### src/rtl/bram_pkg.sv
// Shared types and sizing helpers for the byte-enable BRAM client.
package bram_pkg;

  typedef enum logic {
    BRAM_OP_READ  = 1'b0,
    BRAM_OP_WRITE = 1'b1
  } bram_op_e;

  // Width of a counter that must hold every value 0..depth inclusive.
  function automatic int cnt_width(input int depth);
    return $clog2(depth + 1);
  endfunction

endpackage

### src/rtl/bram_be_client_resp_fifo.sv
// Response buffer: synchronous FIFO with register-array storage, head entry
// presented directly from the registers, occupancy count output.
module resp_fifo
  import bram_pkg::*;
#(
  parameter int WIDTH = 32,
  parameter int DEPTH = 4,
  parameter int CW    = cnt_width(DEPTH)
) (
  input  logic             CLK,
  input  logic             RST_N,
  input  logic             push,
  input  logic [WIDTH-1:0] din,
  input  logic             pop,
  output logic [WIDTH-1:0] dout,
  output logic             valid,
  output logic [CW-1:0]    count
);

  localparam int PW = (DEPTH > 1) ? $clog2(DEPTH) : 1;
  localparam logic [PW-1:0] LAST = PW'(DEPTH - 1);
  localparam logic [CW-1:0] FULL = CW'(DEPTH);

  logic [WIDTH-1:0] mem [DEPTH];
  logic [PW-1:0]    wptr, rptr;
  logic             do_push, do_pop;

  // Pop only a real entry; a push into a full buffer is taken only when the
  // head leaves in the same cycle.
  assign do_pop  = pop & (count != '0);
  assign do_push = push & ((count != FULL) | do_pop);

  assign dout  = mem[rptr];
  assign valid = (count != '0);

  // Pointers wrap explicitly so DEPTH need not be a power of two.
  always_ff @(posedge CLK) begin
    if (!RST_N) begin
      wptr  <= '0;
      rptr  <= '0;
      count <= '0;
    end else begin
      if (do_push) wptr <= (wptr == LAST) ? '0 : wptr + 1'b1;
      if (do_pop)  rptr <= (rptr == LAST) ? '0 : rptr + 1'b1;
      count <= count + CW'(do_push) - CW'(do_pop);
    end
  end

  // Storage is data only; it needs no reset.
  always_ff @(posedge CLK) begin
    if (do_push) mem[wptr] <= din;
  end

endmodule

### src/rtl/bram_be_client.sv
// Valid/ready request front end for a single-port byte-enable BRAM. Reads are
// credited against the response buffer so the one-cycle RAM latency never
// overflows it; responses return in request order.
module bram_be_client
  import bram_pkg::*;
#(
  parameter int ADDR_WIDTH = 10,
  parameter int DATA_WIDTH = 32,
  parameter int BE_WIDTH   = DATA_WIDTH / 8,
  parameter int RESP_DEPTH = 4
) (
  input  logic                  CLK,
  input  logic                  RST_N,
  input  logic                  REQ_VALID,
  output logic                  REQ_READY,
  input  logic                  REQ_WE,
  input  logic [ADDR_WIDTH-1:0] REQ_ADDR,
  input  logic [DATA_WIDTH-1:0] REQ_DATA,
  input  logic [BE_WIDTH-1:0]   REQ_BE,
  output logic                  RESP_VALID,
  input  logic                  RESP_READY,
  output logic [DATA_WIDTH-1:0] RESP_DATA,
  output logic [ADDR_WIDTH-1:0] RAM_ADDR,
  output logic [DATA_WIDTH-1:0] RAM_DI,
  output logic [BE_WIDTH-1:0]   RAM_BE,
  output logic                  RAM_WE,
  output logic                  RAM_RE,
  input  logic [DATA_WIDTH-1:0] RAM_DO
);

  localparam int CW = cnt_width(RESP_DEPTH);
  localparam logic [CW:0] DEPTH_C = (CW + 1)'(RESP_DEPTH);

  logic          inflight;
  logic [CW-1:0] occ;
  logic [CW:0]   used;
  logic          fire;
  bram_op_e      op;

  // Credit: a read in flight already owns a buffer slot. Registers only.
  assign used      = {1'b0, occ} + {{CW{1'b0}}, inflight};
  assign REQ_READY = RST_N & (used < DEPTH_C);

  assign op   = REQ_WE ? BRAM_OP_WRITE : BRAM_OP_READ;
  assign fire = REQ_VALID & REQ_READY;

  assign RAM_ADDR = REQ_ADDR;
  assign RAM_DI   = REQ_DATA;
  assign RAM_BE   = REQ_BE;
  assign RAM_WE   = fire & (op == BRAM_OP_WRITE);
  assign RAM_RE   = fire & (op == BRAM_OP_READ);

  // Tracks the read whose RAM_DO lands in the next cycle.
  always_ff @(posedge CLK) begin
    if (!RST_N) inflight <= 1'b0;
    else        inflight <= RAM_RE;
  end

  resp_fifo #(
    .WIDTH (DATA_WIDTH),
    .DEPTH (RESP_DEPTH),
    .CW    (CW)
  ) u_resp_fifo (
    .CLK   (CLK),
    .RST_N (RST_N),
    .push  (inflight),
    .din   (RAM_DO),
    .pop   (RESP_VALID & RESP_READY),
    .dout  (RESP_DATA),
    .valid (RESP_VALID),
    .count (occ)
  );

endmodule

### config.mk
export PLATFORM = sky130hd
export DESIGN_NAME = bram_be_client
export DESIGN_NICKNAME = d
export VERILOG_FILES = /design/src/rtl/bram_pkg.sv /design/src/rtl/bram_be_client_resp_fifo.sv /design/src/rtl/bram_be_client.sv
export SDC_FILE = /design/constraint.sdc
export NUM_CORES = 1
export LEC_CHECK = 0
export ABC_AREA = 1
export BUFFER_PORTS_ARGS = -buffer_cell sky130_fd_sc_hd__buf_4
export CAP_MARGIN = 5
export CORE_MARGIN = 1
export CORE_UTILIZATION = 52
export CTS_CLUSTER_SIZE = 24
export DETAILED_ROUTE_END_ITERATION = 8
export PLACE_DENSITY = 0.88
export RECOVER_POWER = 50
export SLEW_MARGIN = 20
export SYNTH_ARGS = -nofsm -noshare
export SYNTH_HDL_FRONTEND = slang
export SYNTH_SLANG_ARGS = --single-unit
### constraint.sdc
create_clock -name CLK -period 2.9 [get_ports CLK]
set_input_delay 0.725 -clock CLK [delete_from_list [all_inputs] [get_ports CLK]]
set_output_delay 0.725 -clock CLK [all_outputs]
set_load 0.05 [all_outputs]
; After elaboration in Yosys (flattened, before gate mapping)
; Memory sizes are Yosys's and may differ from the RTL's. A register that Yosys moved wholly into a read port is not among the register bits.
; Cells that the tools add are included.
[word_totals]
regBits = 8
ramBits = 128
in_bits = 83
output_inout_bits = 82
word_cells = 31
n_memories = 1
[classes]
n_addsub = 5
order_cmp = 1
n_eq_ne = 3
mux = 7
n_bitwise = 9
n_reduce_logical = 1
[mem_list]
columns = memory, depth, word_bits, read_ports, rd_ports_with_merged_regs, wr, line_no
row1 = u_resp_fifo.mem, 4, 32, 1, 1, 1, bram_be_client_resp_fifo.sv:24  ; logic [WIDTH-1:0] mem [DEPTH];
[op_table]
columns = operator, n
row1 = 2-bit two-way mux, 4
row2 = 1-bit bitwise AND, 7
row3 = "2-bit by 1-bit adder with 2-bit output, second input constant", 2
row4 = 3-bit by 1-bit adder with 4-bit output, 1
row5 = "2-bit == test, second input constant", 2
row6 = "4-bit by 3-bit less-than comparator with 1-bit output, second input constant", 1
row7 = 3-bit by 1-bit adder with 3-bit output, 1
row8 = 1-bit two-way mux, 3
row9 = "3-bit inequality test, second input constant", 1
row10 = 3-bit nonzero test, 1
row11 = 3-bit by 1-bit subtractor with 3-bit output, 1
row12 = 1-bit inverter, 1
row13 = 1-bit bitwise OR, 1

; Depth between registers and ports, before layout
; Gate-level depths: netlist of the first run.
[logic_depth]
word_depth = 7
ltp_mapped = 11
depth_no_buf = 11

; By module
; Synthesis of the first run repeated with hierarchy kept, for this count alone.
[unflattened]
cells_unflattened = 434
area_unflattened_um2 = 5695.5
[by_module_without_submodules]
columns = mod, instances, cells_per_inst, area_each_um2, seq_area_each_um2
row1 = resp_fifo, 1, 375, 5270.1, 4023.9
row2 = bram_be_client, 1, 59, 425.4, 20.0

; Worst setup path after synthesis of the first run
; OpenSTA, ideal clock, no wires.
[synth_path]
kind = input-to-reg
from = input RESP_READY
to = memory u_resp_fifo.mem[3][0], enable pin
setup_time_ns = 0.421
arrival_ns = 2.277
required_ns = 2.479
path_slack_ns = 0.202
path_stages = 4
path_buffers = 0
path_cell_list = nor2_1 nand2_2 nand2_2 nor2_1
[synth_via]
elab_chain_cells = 6
[synth_lines]
columns = element, line_no
row1 = start: declaration, bram_be_client.sv:21  ; input logic RESP_READY,
row2 = 1-bit bitwise AND, bram_be_client.sv:68  ; .pop (RESP_VALID & RESP_READY),
row3 = 1-bit bitwise AND, bram_be_client_resp_fifo.sv:30  ; assign do_pop = pop & (count != '0);
row4 = 1-bit bitwise OR, bram_be_client_resp_fifo.sv:31  ; assign do_push = push & ((count != FULL) | do_pop);
row5 = 1-bit bitwise AND, bram_be_client_resp_fifo.sv:31
row6 = 1-bit two-way mux, bram_be_client_resp_fifo.sv:51  ; if (do_push) mem[wptr] <= din;
row7 = 1-bit two-way mux (implied by the code), bram_be_client_resp_fifo.sv:51
row8 = end: declaration, bram_be_client_resp_fifo.sv:24
; No other way between the ends.

==> results of run 1 <==
-- sequential cells by signal (all words and copies together), names as in the netlist, named ones only --
register,cells
u_resp_fifo.mem,128
u_resp_fifo.count,3
u_resp_fifo.rptr,2
u_resp_fifo.wptr,2
inflight,1
-- metrics by stage --
step	hold slack (ns)	instance area [um2]	total power [mW]	cells	setup WS (ns)
floorplan	0.4703	5687	4.226	433	0.2016
global placement	0.4869	6008	4.608	587	0.6333
detailed placement	0.4996	6008	4.673	587	0.6139
CTS	0.3579	6628	6.894	619	0.02151
global route	0.3588	6497	7.093	619	0.06383
finish	0.3777	6497	6.851	619	0.1601
-- worst paths after layout --
| kind | startpoint | cells after the start | to | slack, ns |
|---|---|---|---|---|
| max | register | 4 | RESP_DATA[22] | 0.16 |
| min | REQ_WE | 2 | inflight | 0.38 |
| max reg2reg | u_resp_fifo.count[1] | 5 | u_resp_fifo.mem[3][26] | 0.78 |
| min reg2reg | u_resp_fifo.rptr[1] | 2 | u_resp_fifo.rptr[1] | 0.51 |
-- critical path, cell delays in order (launching register included) --
cell and delay [ns]:
dfxtp_4 0.48, buf_4 0.34, o21ai_0 0.20, o22ai_1 0.24, buf_4 0.24
-- power by group through the flow --
| stage | sequential, mW | clock [mW] | combinational (mW) |
|---|---|---|---|
| after global routing | 2.35 | 2.32 | 2.43 |
| after floorplan | 2.35 | 0 | 1.88 |
| after CTS | 2.34 | 2.24 | 2.31 |
| after detailed placement | 2.38 | 0 | 2.30 |
| final | 2.34 | 2.23 | 2.28 |
| after global placement | 2.37 | 0 | 2.24 |
-- layout make-up --
| type | count | area, um2 |
|---|---|---|
| clock buffer | 17 | 414.1 |
| clock inverter | 15 | 205.2 |
| fill | 776 | 3965 |
| inverter | 18 | 75.07 |
| multi-input combinational | 212 | 1082 |
| sequential | 138 | 4048 |
| tap | 136 | 170.2 |
| timing repair buffer | 83 | 503.0 |
-- cells in the final DEF, fill, tap and decap left out --
cell	n
o21ai_0	40
nand3_1	3
nor2_1	81
clkinv_2	4
nand2_1	10
nand2_2	2
inv_2	1
fa_1	1
nand4_1	2
nor2_4	3
clkbuf_1	32
dfxtp_4	1
nand3b_1	1
a21oi_1	1
inv_8	1
o21ai_1	28
o22ai_1	32
inv_1	16
clkinv_1	3
clkinvlp_4	2
edfxtp_1	128
buf_4	51
dfxtp_1	9
ha_1	7
and3_1	1
clkbuf_8	1
clkbuf_16	16
bufinv_16	5
clkinv_4	1
-- cell families after synthesis --
kind of cell / share of synthesized area
adder cells (fa/ha/maj): 0.01892
AND/OR/NAND/NOR: 0.07239
AO/OA/AOI/OAI: 0.09593
buffers and inverters: 0.1016
flip-flops: 0.7111
-- layer usage --
metal  track usage  share of wire  vias up
met5             0              0        -
li1              -              -     1588
met2        0.3848           0.52      183
met4        0.1272          0.037        0
met1        0.2599           0.35     1757
met3       0.07112          0.085       42
-- repair_timing --
item | CTS | global route
buffers inserted | 0 | 0
resized for setup | 0 | 1
setup endpoints to repair | 0 | 9
==> impl_results.md, run 1 <==
- Clock buffer depth: 2
- Outcome: finished clean
- Setup violators final: 0
- GRT Total Usage: 0.2290
- Core ar.: 10460 um2
- Synthesized area: roughly 5700 um2
- Max-slew violations: 0
- Count leader, synth: edfxtp_1
- Layout Nets: 561
- Switching Fraction: 0.3661
- Post-synth EDFFs: about 130
- Async set-reset flop share out of synthesis: 0
- Largest driver fanout on the critical path: 28
- Main area contributors after synthesis: edfxtp_1 (68%), buf_4 (6.5%), nor2_1 (5.5%)
- First-pass GRT wire length: 18.78 mm
- TritonCTS clock tree: done
- Cells after Synth: about 430
- Antenna cells: 0
- Internal power: between 4 and 5 mW
- CTS clock-pin slew for the worst setup and hold paths: around 0.06 ns
- Area Growth Syn to Fin: 14.26%
- Die H: about 110 um
- Worst slew pin tran: around 0.63 ns
- Main synth FF type: edfxtp_1
- DP Wirelength: between 7 and 8 mm
- Max Clock Skew: 0.007287 ns
- Clock Power Share: 0.326
- Fmax: between 300 and 400 MHz
- Synth Register Bits: between 100 and 150
- Syn Area/Cell: 13.13 um2
- Commonest cells post-synth: edfxtp_1 (128), nor2_1 (83), buf_4 (49)
- Vias in the first global route: between 3000 and 4000
- Synth warn: 0
- Syn_nets: between 500 and 600
- Setup TNS: 0 ns
- Fin util: 0.6210
- Post-CTS Hold Buffers: 0
- Register area share after synthesis: 0.7111
- Drt total wl: 12.42 mm
- Avg WL per Cell: 20.07 um
- CTS root buffer: clkbuf_8
- I/O Pins: about 170
- Final GP Congestion: roughly 0.73
- Post-synth top area cell: edfxtp_1
- Minimum clock period: roughly 2.7 ns
- Largest net degree at the start of global routing: 65
- Clock sinks: 138
- ANT nets after route: 0
- Worst Path Required: 2.17 ns
- Share of the synthesized area in the top cell type: 0.6759
- CP Launch Type: register
- MaxCap Viol Count: 0
- CTS Buf Count: 17
- Worst Setup End Kind: output port
- Input/output buffers: just over 70
- CP arrival: approximately 2.0 ns
- Reg power frac: 0.341
- Relative slew slack: 0.5807
- Vias/cell: between 5 and 6
- Leak pwr: 2.313 nW
- Maximum vdd ir drop: about 0.67 mV
- First-pass DRT Iterations: 5
- Total vias in the final route: ~3600
- Die X: ~110 um
- H-tree depth: 4
- Netlist cell types: 23
- Power per cell area: approximately 1100 nW/um2
- Initial Util: 0.5435
- Die area: ~11000 um2
- Row count: 37
- Combinational power share: 0.333
- Final Hold Viols: 0
- Fraction of final layout cells sized beyond drive strength 1: 0.1822
- Fin crit share: 0.9448
- Worst Hold Class: primary input to register
- P_sw: between 2 and 3 mW
- DRC errors left: 0
- Iteration-0 DRC Markers: 315
- Initial antenna violation count: 0
- RSZ-0062 raised after global routing: false
- GRT overflow: 0
- Setup Crit Path Kind: register to output port
- Worst-Skew Late Latency: 0.52 ns
Note: power is estimated with default switching activity, not from simulation.
==> run 2: changes to the inputs <==
--- a/config.mk
+++ b/config.mk
@@ -9,10 +9,10 @@
 export BUFFER_PORTS_ARGS = -buffer_cell sky130_fd_sc_hd__buf_4
 export CAP_MARGIN = 5
 export CORE_MARGIN = 1
-export CORE_UTILIZATION = 52
+export CORE_UTILIZATION = 47
 export CTS_CLUSTER_SIZE = 24
 export DETAILED_ROUTE_END_ITERATION = 8
-export PLACE_DENSITY = 0.88
+export PLACE_DENSITY = 0.84
 export RECOVER_POWER = 50
 export SLEW_MARGIN = 20
 export SYNTH_ARGS = -nofsm -noshare
==> constraint.sdc (replaced) <==
create_clock -name CLK -period 2.2 [get_ports CLK]
set_input_delay 0.55 -clock CLK [delete_from_list [all_inputs] [get_ports CLK]]
set_output_delay 0.55 -clock CLK [all_outputs]
set_load 0.05 [all_outputs]
==> impl_results.md, run 2 (synthesis results as in run 1) <==
- Outcome: complete, but fails checks
- Failing checks: DRC, setup timing
- Relative slew slack: 0.7998 (+0.2191)
- Maximum vdd ir drop: 0.9136 mV (+37%)
- RSZ-0062 raised after global routing: true
- Input/output buffers: 72 (unchanged)
- Setup TNS: -0.01896 ns (-0.01896 ns)
- Critical-path cell list: buf_12 > clkbuf_16 > nor2_1 > o22ai_1 > buf_4
- CP Launch Type: register
- Worst Setup End Kind: output port
- Largest driver fanout on the critical path: 8 (-71%)
- P_sw: 3.385 mW (+35%)
- H-tree depth: 4 (unchanged)
- Leak pwr: 2.455 nW (+6.1%)
- CTS clock-pin slew for the worst setup and hold paths: 0.05 ns (about the same)
- Vias/cell: 5.539 (-4.0%)
- Clock Power Share: 0.310 (-0.016)
- Largest reg by FF count: u_resp_fifo.mem
- Commonest non-fill, non-tap cell in the layout: edfxtp_1
- Avg WL per Cell: 20.02 um (-0.26%)
- Power per cell area: 1386 nW/um2 (+31%)
- Die X: 112.0 um (+5.1%)
- Post-layout worst setup margin: -0.01896 ns (-0.1790 ns)
- Largest net degree at the start of global routing: 65 (unchanged)
- Final GP Congestion: 0.7695 (+5.8%)
- Initial antenna violation count: 1 (+1)
- Core ar.: 11610 um2 (+11%)
- Clock buffer depth: 2 (unchanged)
- Total vias in the final route: 3556 (-0.39%)
- DP Wirelength: 7.702 mm (-3.0%)
- Final Hold Viols: 0 (unchanged)
- Slowest CP cell: dfxtp_4
- Post-CTS Hold Buffers: 0 (unchanged)
- Design Power: 9.479 mW (+38%)
- DRC errors left: 20 (+20)
- Antenna cells: 0 (unchanged)
- Top Registers: u_resp_fifo.mem (128), u_resp_fifo.count (3)
- Die area: 12540 um2 (+10%)
- Setup Crit Path Kind: register to output port
- Max-slew violations: 0 (unchanged)
- Most frequent cells in the layout: edfxtp_1 (128), nor2_1 (79), buf_4 (54), o21ai_0 (36), clkbuf_1 (35)
- Die H: 112.0 um (+5.1%)
- MaxCap Viol Count: 0 (unchanged)
- I/O Pins: 165 (unchanged)
- Minimum clock period: ~2.2 ns
- Fmax: 450.7 MHz
- GRT overflow: 0 (unchanged)
- Iteration-0 DRC Markers: 259 (-18%)
- Max reg flops: 128 (unchanged)
- Initial Util: 0.4897 (-0.05387)
- CTS Buf Count: 17 (unchanged)
- Storage cell area: 4055 um2 (+0.19%)
- Clock sinks: 138 (unchanged)
- Fraction of final layout cells sized beyond drive strength 1: 0.2244 (+0.04225)
- CP arrival: 1.67 ns (-0.34 ns)
- Area Growth Syn to Fin: 20.31%
- Max Clock Skew: 0.006591 ns (-0.0006961 ns)
- Worst-Skew Late Latency: 0.41 ns (-0.11 ns)
- Drt total wl: 12.85 mm (+3.4%)
- First-pass DRT Iterations: 7 (+2)
- Combinational power share: 0.365 (+0.032)
- TritonCTS clock tree: done
- Internal power: 6.094 mW (+40%)
- Layout Nets: 578 (+3.0%)
- Reg power frac: 0.325 (-0.016)
- Worst Path Required: 1.65 ns (-0.52 ns)
- CP peak stage delay: 0.37 ns (-0.11 ns)
- Fin crit share: 1.009
- ANT nets after route: 0 (unchanged)
- GRT Total Usage: 0.2008 (-0.02815)
- Filler cells: 869 (+12%)
- Worst Hold Class: primary input to register
- Multi-input combinational cell area: 1120 um2 (+3.5%)
- Worst slew pin tran: 0.2972 ns (-0.3295 ns)
- Setup violators final: 1 (+1)
- First-pass GRT wire length: 18.46 mm (-1.7%)
- Switching Fraction: 0.3571 (-0.008963)
- Row count: 39 (+5.4%)
- Vias in the first global route: 3434 (-1.0%)
- CTS root buffer: clkbuf_16
-- run 2: area by class of cell --
type                            instances  share of cell area
Timing Repair inverter                  1            0.002377
Tap cell                              143             0.02615
Timing Repair Buffer                   99              0.1117
Multi-Input combinational cell        212              0.1637
Sequential cell                       138              0.5927
Clock inverter                         11             0.02579
Inverter                               18             0.01372
Clock buffer                           20             0.06383
-- run 2: worst paths after layout --
check	cells after the start	slack (ns)	to	startpoint
min	2	0.31	inflight	REQ_WE
min reg2reg	2	0.52	u_resp_fifo.wptr[1]	u_resp_fifo.wptr[1]
max	5	-0.02	RESP_DATA[29]	register
max reg2reg	12	0.26	u_resp_fifo.count[2]	u_resp_fifo.count[1]
-- run 2: stage by stage --
stage | area [um2] | utilization | hold slack (ns) | instances | worst slack [ns]
final | 6842 | 0.5891 | 0.3110 | 642 | -0.01896
after global routing | 6842 | 0.5891 | 0.3148 | 642 | -0.03410
after CTS | 6731 | 0.5796 | 0.3008 | 632 | 0.006561
after detailed placement | 6080 | 0.5235 | 0.5190 | 599 | 0.2057
after global placement | 6080 | 0.5235 | 0.4857 | 599 | 0.2748
after floorplan | 5687 | - | 0.4703 | 433 | -0.3234
-- run 2: worst max-delay path, delay by kind of cell, from the launching register on --
kind / cells / cell delay, ns
AO/OA/AOI/OAI: 1 / 0.23
buffers and inverters: 3 / 0.61
flip-flops: 1 / 0.37
AND/OR/NAND/NOR: 1 / 0.05
-- run 2: routing by layer --
metal | vias to the layer above | GRT usage | share of wire
li1 | 1631 | - | -
met1 | 1712 | 0.2104 | 0.35
met2 | 189 | 0.3619 | 0.55
met3 | 24 | 0.05934 | 0.078
met4 | 0 | 0.1084 | 0.018
met5 | - | 0 | 0
-- run 2: what timing repair did --
action	CTS	global route
gates cloned	0	4
gates resized for setup	7	23
buffers inserted	2	6
pin swaps	1	6
endpoints found under the setup margin	32	15
-- run 2: power groups by stage --
stage | Clock [mW] | Sequential, mW | Combinational, mW
after floorplan | 0 | 3.09 | 2.48
after global placement | 0 | 3.13 | 3.02
after detailed placement | 0 | 3.14 | 3.08
after CTS | 2.97 | 3.09 | 3.16
after global routing | 3.09 | 3.09 | 3.65
final | 2.94 | 3.08 | 3.46
